[config.mk]
export PLATFORM = sky130hd
export DESIGN_NAME = multicycle_control
export DESIGN_NICKNAME = d
export VERILOG_FILES = /design/src/rtl/multicycle_control.sv
export SDC_FILE = /design/constraint.sdc
export NUM_CORES = 1
export LEC_CHECK = 0
export BUFFER_PORTS_ARGS = -buffer_cell sky130_fd_sc_hd__buf_2
export CAP_MARGIN = 25
export CORE_MARGIN = 1.5
export CORE_UTILIZATION = 37
export DETAILED_ROUTE_END_ITERATION = 10
export GPL_ROUTABILITY_DRIVEN = 0
export HOLD_SLACK_MARGIN = 0.08
export PLACE_DENSITY_LB_ADDON = 0.15
export SETUP_SLACK_MARGIN = 0.4
export SLEW_MARGIN = 0
export SYNTH_ARGS = -nofsm -noshare
export SYNTH_HDL_FRONTEND = slang
export SYNTH_SLANG_ARGS = --single-unit
[constraint.sdc]
create_clock -name clk -period 1.49 [get_ports clk]
set_input_delay 0 -clock clk [delete_from_list [all_inputs] [get_ports clk]]
set_output_delay 0 -clock clk [all_outputs]
set_load 0.01 [all_outputs]
[src/rtl/multicycle_control.sv]
// Multi-cycle sequencer for the MIPS-subset datapath.
// Steps each instruction through fetch, decode, execute and writeback.
// Also provides a fetch stall on memory-not-ready, an illegal-opcode
// trap and a retired-instruction counter.
module multicycle_control #(
  parameter int CNT_W = 16
) (
  input  logic             clk,
  input  logic             reset,
  input  logic [5:0]       opcode,
  input  logic             zero,
  input  logic             mem_ready,
  output logic             IRWrite,
  output logic             PCWrite,
  output logic             PCSrc,
  output logic             RegWrite,
  output logic             RegDst,
  output logic             ALUsrc,
  output logic [1:0]       ALUop,
  output logic             Br,
  output logic             ZeroCheck,
  output logic             illegal,
  output logic [CNT_W-1:0] retired,
  output logic [2:0]       state
);

  typedef enum logic [2:0] {
    FETCH  = 3'd0,
    DECODE = 3'd1,
    EXEC_R = 3'd2,
    EXEC_I = 3'd3,
    BRANCH = 3'd4,
    WB_R   = 3'd5,
    WB_I   = 3'd6,
    TRAP   = 3'd7
  } state_t;

  state_t           st;
  // Opcode class captured in DECODE: for immediates 0 = add, 1 = logic;
  // for branches 0 = beq, 1 = bne.
  logic             cls;
  logic             illegal_q;
  logic [CNT_W-1:0] cnt;

  // State sequencing, opcode-class capture, trap flag and retire counter.
  always_ff @(posedge clk) begin
    if (reset) begin
      st        <= FETCH;
      cls       <= 1'b0;
      cnt       <= '0;
      illegal_q <= 1'b0;
    end else begin
      unique case (st)
        FETCH: begin
          if (mem_ready) st <= DECODE;
        end
        DECODE: begin
          unique case (opcode)
            6'b000000: begin st <= EXEC_R; cls <= 1'b0; end
            6'b001000: begin st <= EXEC_I; cls <= 1'b0; end
            6'b001100: begin st <= EXEC_I; cls <= 1'b1; end
            6'b001101: begin st <= EXEC_I; cls <= 1'b1; end
            6'b000100: begin st <= BRANCH; cls <= 1'b0; end
            6'b000101: begin st <= BRANCH; cls <= 1'b1; end
            default: begin
              st        <= TRAP;
              illegal_q <= 1'b1;
            end
          endcase
        end
        EXEC_R: st <= WB_R;
        EXEC_I: st <= WB_I;
        WB_R, WB_I, BRANCH: begin
          st  <= FETCH;
          cnt <= cnt + CNT_W'(1);
        end
        TRAP: st <= TRAP;
        default: st <= FETCH;
      endcase
    end
  end

  // Datapath controls decoded from state; FETCH strobes follow mem_ready and
  // the branch PC write follows zero within the cycle. Reset forces all to 0.
  always_comb begin
    IRWrite   = 1'b0;
    PCWrite   = 1'b0;
    PCSrc     = 1'b0;
    RegWrite  = 1'b0;
    RegDst    = 1'b0;
    ALUsrc    = 1'b0;
    ALUop     = 2'b00;
    Br        = 1'b0;
    ZeroCheck = 1'b0;
    if (!reset) begin
      unique case (st)
        FETCH: begin
          IRWrite = mem_ready;
          PCWrite = mem_ready;
        end
        EXEC_R: begin
          RegDst = 1'b1;
          ALUop  = 2'b10;
        end
        WB_R: begin
          RegDst   = 1'b1;
          ALUop    = 2'b10;
          RegWrite = 1'b1;
        end
        EXEC_I: begin
          ALUsrc = 1'b1;
          ALUop  = cls ? 2'b11 : 2'b00;
        end
        WB_I: begin
          ALUsrc   = 1'b1;
          ALUop    = cls ? 2'b11 : 2'b00;
          RegWrite = 1'b1;
        end
        BRANCH: begin
          Br        = 1'b1;
          ALUop     = 2'b01;
          ZeroCheck = cls;
          PCWrite   = zero ^ cls;
          PCSrc     = 1'b1;
        end
        default: ;
      endcase
    end
  end

  assign illegal = illegal_q & ~reset;
  assign retired = cnt;
  assign state   = st;

endmodule
==> out/metrics.yaml <==
status: "completed"
worst-path-buf-inv: 1
yosysSeqAreaShare_pct: 37.1
synthesis.nets: 142
post-place-ws_ns: 0.0145
cts_hold_buf: 2
timing.final.ws_setup_ns: 0.0482
cap_violations: 0
netlist_area_um2: 1130
tightest_slew_ns: 0.526
power_leakage_uw: 0.000846
start_kind: "flip-flop"
utilization_pct: 63.4
total_power_uw: 1230
grtUsageTotal_pct: 17.8
cts.sinks: 21
power_density_nw_per_um2: 686
cts_tree: "done"
slew_headroom_pct: 64.7
drc: 0
grt_overflow_total: 0
hold_viol: 0
synth-seq-cells: 21
crit_path_end_kind: "flip-flop"
final_nets: 208
min_period_over_period_pct: 96.8
syn_to_final_growth_pct: 58.3
root_buffer: "clkbuf_4"
tns_ns: 0
grt_max_degree: 29
fmax_ghz: 0.694
postSynthCellCount: 131
clk_pin_slew_ns: 0.12
synthSimpleGateAreaFrac_pct: 31.0
h-tree-depth: 1
finalMaxSlewViolations: 0
rsz0062_at_grt: "yes"
nFillCells: 260
grt_pass1_vias: 1113
num_vias: 1143
antenna_found_initial: 0
arrival_ns: 1.68
synth_fa_ha_area_share_pct: 1.10
wirelength_um: 2910
io_pins: 40
firstDrtPassIters: 4
ant_nets: 0
cp_max_fo: 3
synth.distinct_cells: 38
layout-drive-gt1-share_pct: 56.6
numPortBuffers: 39
grt_first_pass_wirelength_um: 4770
setup_viol: 0
wl_per_cell_um: 12.8
fp.dieArea_um2: 3400
slowest_delay_ns: 0.40
cpLargestDelayFamily: "simple AND/OR/NAND/NOR gates"
peakVddDrop_mv: 0.618
yosys_warnings: 0
synth_compound_area_share_pct: 12.8
num_antenna_cells: 0
post_drt_via_cell_ratio: 5.04
post_synth.cell_area_avg_um2: 8.64
start_util_pct: 40.0
synth.area.mux_share_pct: 2.87
synth_top_family_by_area: "simple AND/OR/NAND/NOR gates"
drt_iter0_markers: 34
cp.required_ns: 1.73
die_h_um: 58.3
holdCritPathClass: "input port to flip-flop"
num_rows: 19
hpwl_um: 1820
cp_slowest_cell: "or3_1"
crit_chain: "and4_4 -> buf_6 -> nand4_1 -> or3_1 -> a21oi_1"
timing.hold.ws_ns: 0.0602
fin_skew_ns: 0.00847
clk_latency_ns: 0.30
layout_min_cycle_time_ns: 1.44
criticalPathCategory: "flip-flop to flip-flop"
die_w_um: 58.3
ctsLongestPathBuffers: 2
synthXorXnorAreaFrac_pct: 9.28
core_um2: 2830
cts_buffers: 3
## routing by layer
metal / global-route usage [%] / vias to the layer above / part of all wire [%]
li1: - / 589 / -
met1: 20.9 / 524 / 45
met2: 31.6 / 28 / 50
met3: 4.84 / 2 / 4.3
met4: 4.98 / 0 / 0.55
met5: 0 / - / 0
## sequential cells by signal (all words and copies together), names as in the netlist
signal and count:
cls 1, illegal_q 1, state 3, retired 16
## logic make-up (layout without fill, tap and decap cells)
family	count (synthesis)	count (layout)
xor gates and xnor gates	12	12
buffers and inverters	11	76
DFF	21	21
adders and majority gates	1	1
and+or+nand+nor	60	60
AOI/OAI and AO/OA	23	23
muxes	3	3
## Yosys cell counts
library cell / count / area share [%]
inv_1: 2 / 0.66
buf_2: 1 / 0.44
nand3b_1: 1 / 0.66
ha_1: 1 / 1.1
nor4_1: 1 / 0.55
or3_1: 4 / 2.2
o21ai_0: 6 / 2.7
mux2i_1: 1 / 0.88
a31oi_1: 2 / 1.1
mux2_1: 1 / 0.99
buf_6: 2 / 2.0
a21o_1: 3 / 2.0
o2111ai_1: 1 / 0.77
nor3_1: 4 / 1.8
nand2_4: 1 / 0.99
clkbuf_1: 4 / 1.3
nand3_1: 6 / 2.7
nand2b_1: 1 / 0.55
nand4_4: 1 / 1.9
xnor2_1: 4 / 3.1
and4_1: 2 / 1.5
nand4_1: 4 / 2.2
and4_4: 1 / 0.99
nand2_1: 4 / 1.3
or3b_2: 1 / 0.77
and3_1: 2 / 1.1
nor2b_1: 3 / 1.7
dfxtp_1: 21 / 37
mux2_2: 1 / 0.99
o211ai_1: 1 / 0.66
xor2_1: 8 / 6.2
a21boi_4: 1 / 1.7
or2b_1: 1 / 0.66
buf_4: 2 / 1.3
and2_1: 4 / 2.2
nor3b_1: 3 / 2.0
nor2_1: 16 / 5.3
a21oi_1: 9 / 4.0
## through the flow
stage	cell area, um^2	instances
2_1_floorplan	1220	131
3_3_place_gp	1470	202
3_5_place_dp	1470	202
4_1_cts	1730	224
5_1_grt	1790	227
6_report	1790	227
## power breakdown
group	internal [uW]	total (uW)	switching, uW
Clock	100	271	171
Combinational	194	355	161
Sequential	578	603	24.9
## worst min-delay path, delay by kind of cell
family / cells / cell delay, ns
buf+inv: 1 / 0.08
simple gates: 1 / 0.08
compound gates: 2 / 0.17
## cell type report
cell class              count  area [um^2]  area share (%)
clock buffers               3         22.5            1.26
clock inverters             1         5.00           0.279
inverters                   2         7.51           0.419
multi-input cells          99          777            43.3
flip-flops and latches     21          452            25.2
well taps                  31         38.8            2.16
repair buffers             70          490            27.4
## cell usage in the layout, fill, tap and decap left out, types with 3 or more instances in the layout
cell type	count
buf_2	39
buf_4	17
nor2_1	16
buf_6	10
xor2_1	8
dfxtp_1	8
a21oi_1	7
dfxtp_2	7
dfxtp_4	6
nand3_2	5
and2_1	4
o21ai_0	4
nand4_1	4
xnor2_2	3
a21o_1	3
nor2b_1	3
nor3_1	3
and4_4	3
nand2_1	3
or3_1	3
clkbuf_4	3
## what timing repair did
action,in CTS,in global routing
endpoints found under the hold margin,3,1
pin swaps,14,13
cloned,0,0
gates resized for setup,27,11
endpoints found under the setup margin,28,30
setup buffers,16,3
## path summary, 6_finish.rpt
| kind | from | to | slack (ns) | depth (start not counted) |
|---|---|---|---|---|
| setup / recovery | retired[3] | retired[9] | 0.05 | 5 |
| hold / removal | opcode[1] | cls | 0.06 | 4 |
| setup reg to reg | retired[3] | retired[9] | 0.05 | 5 |
| hold reg to reg | illegal_q | illegal_q | 0.49 | 2 |
(Power assumes the default switching activity.)
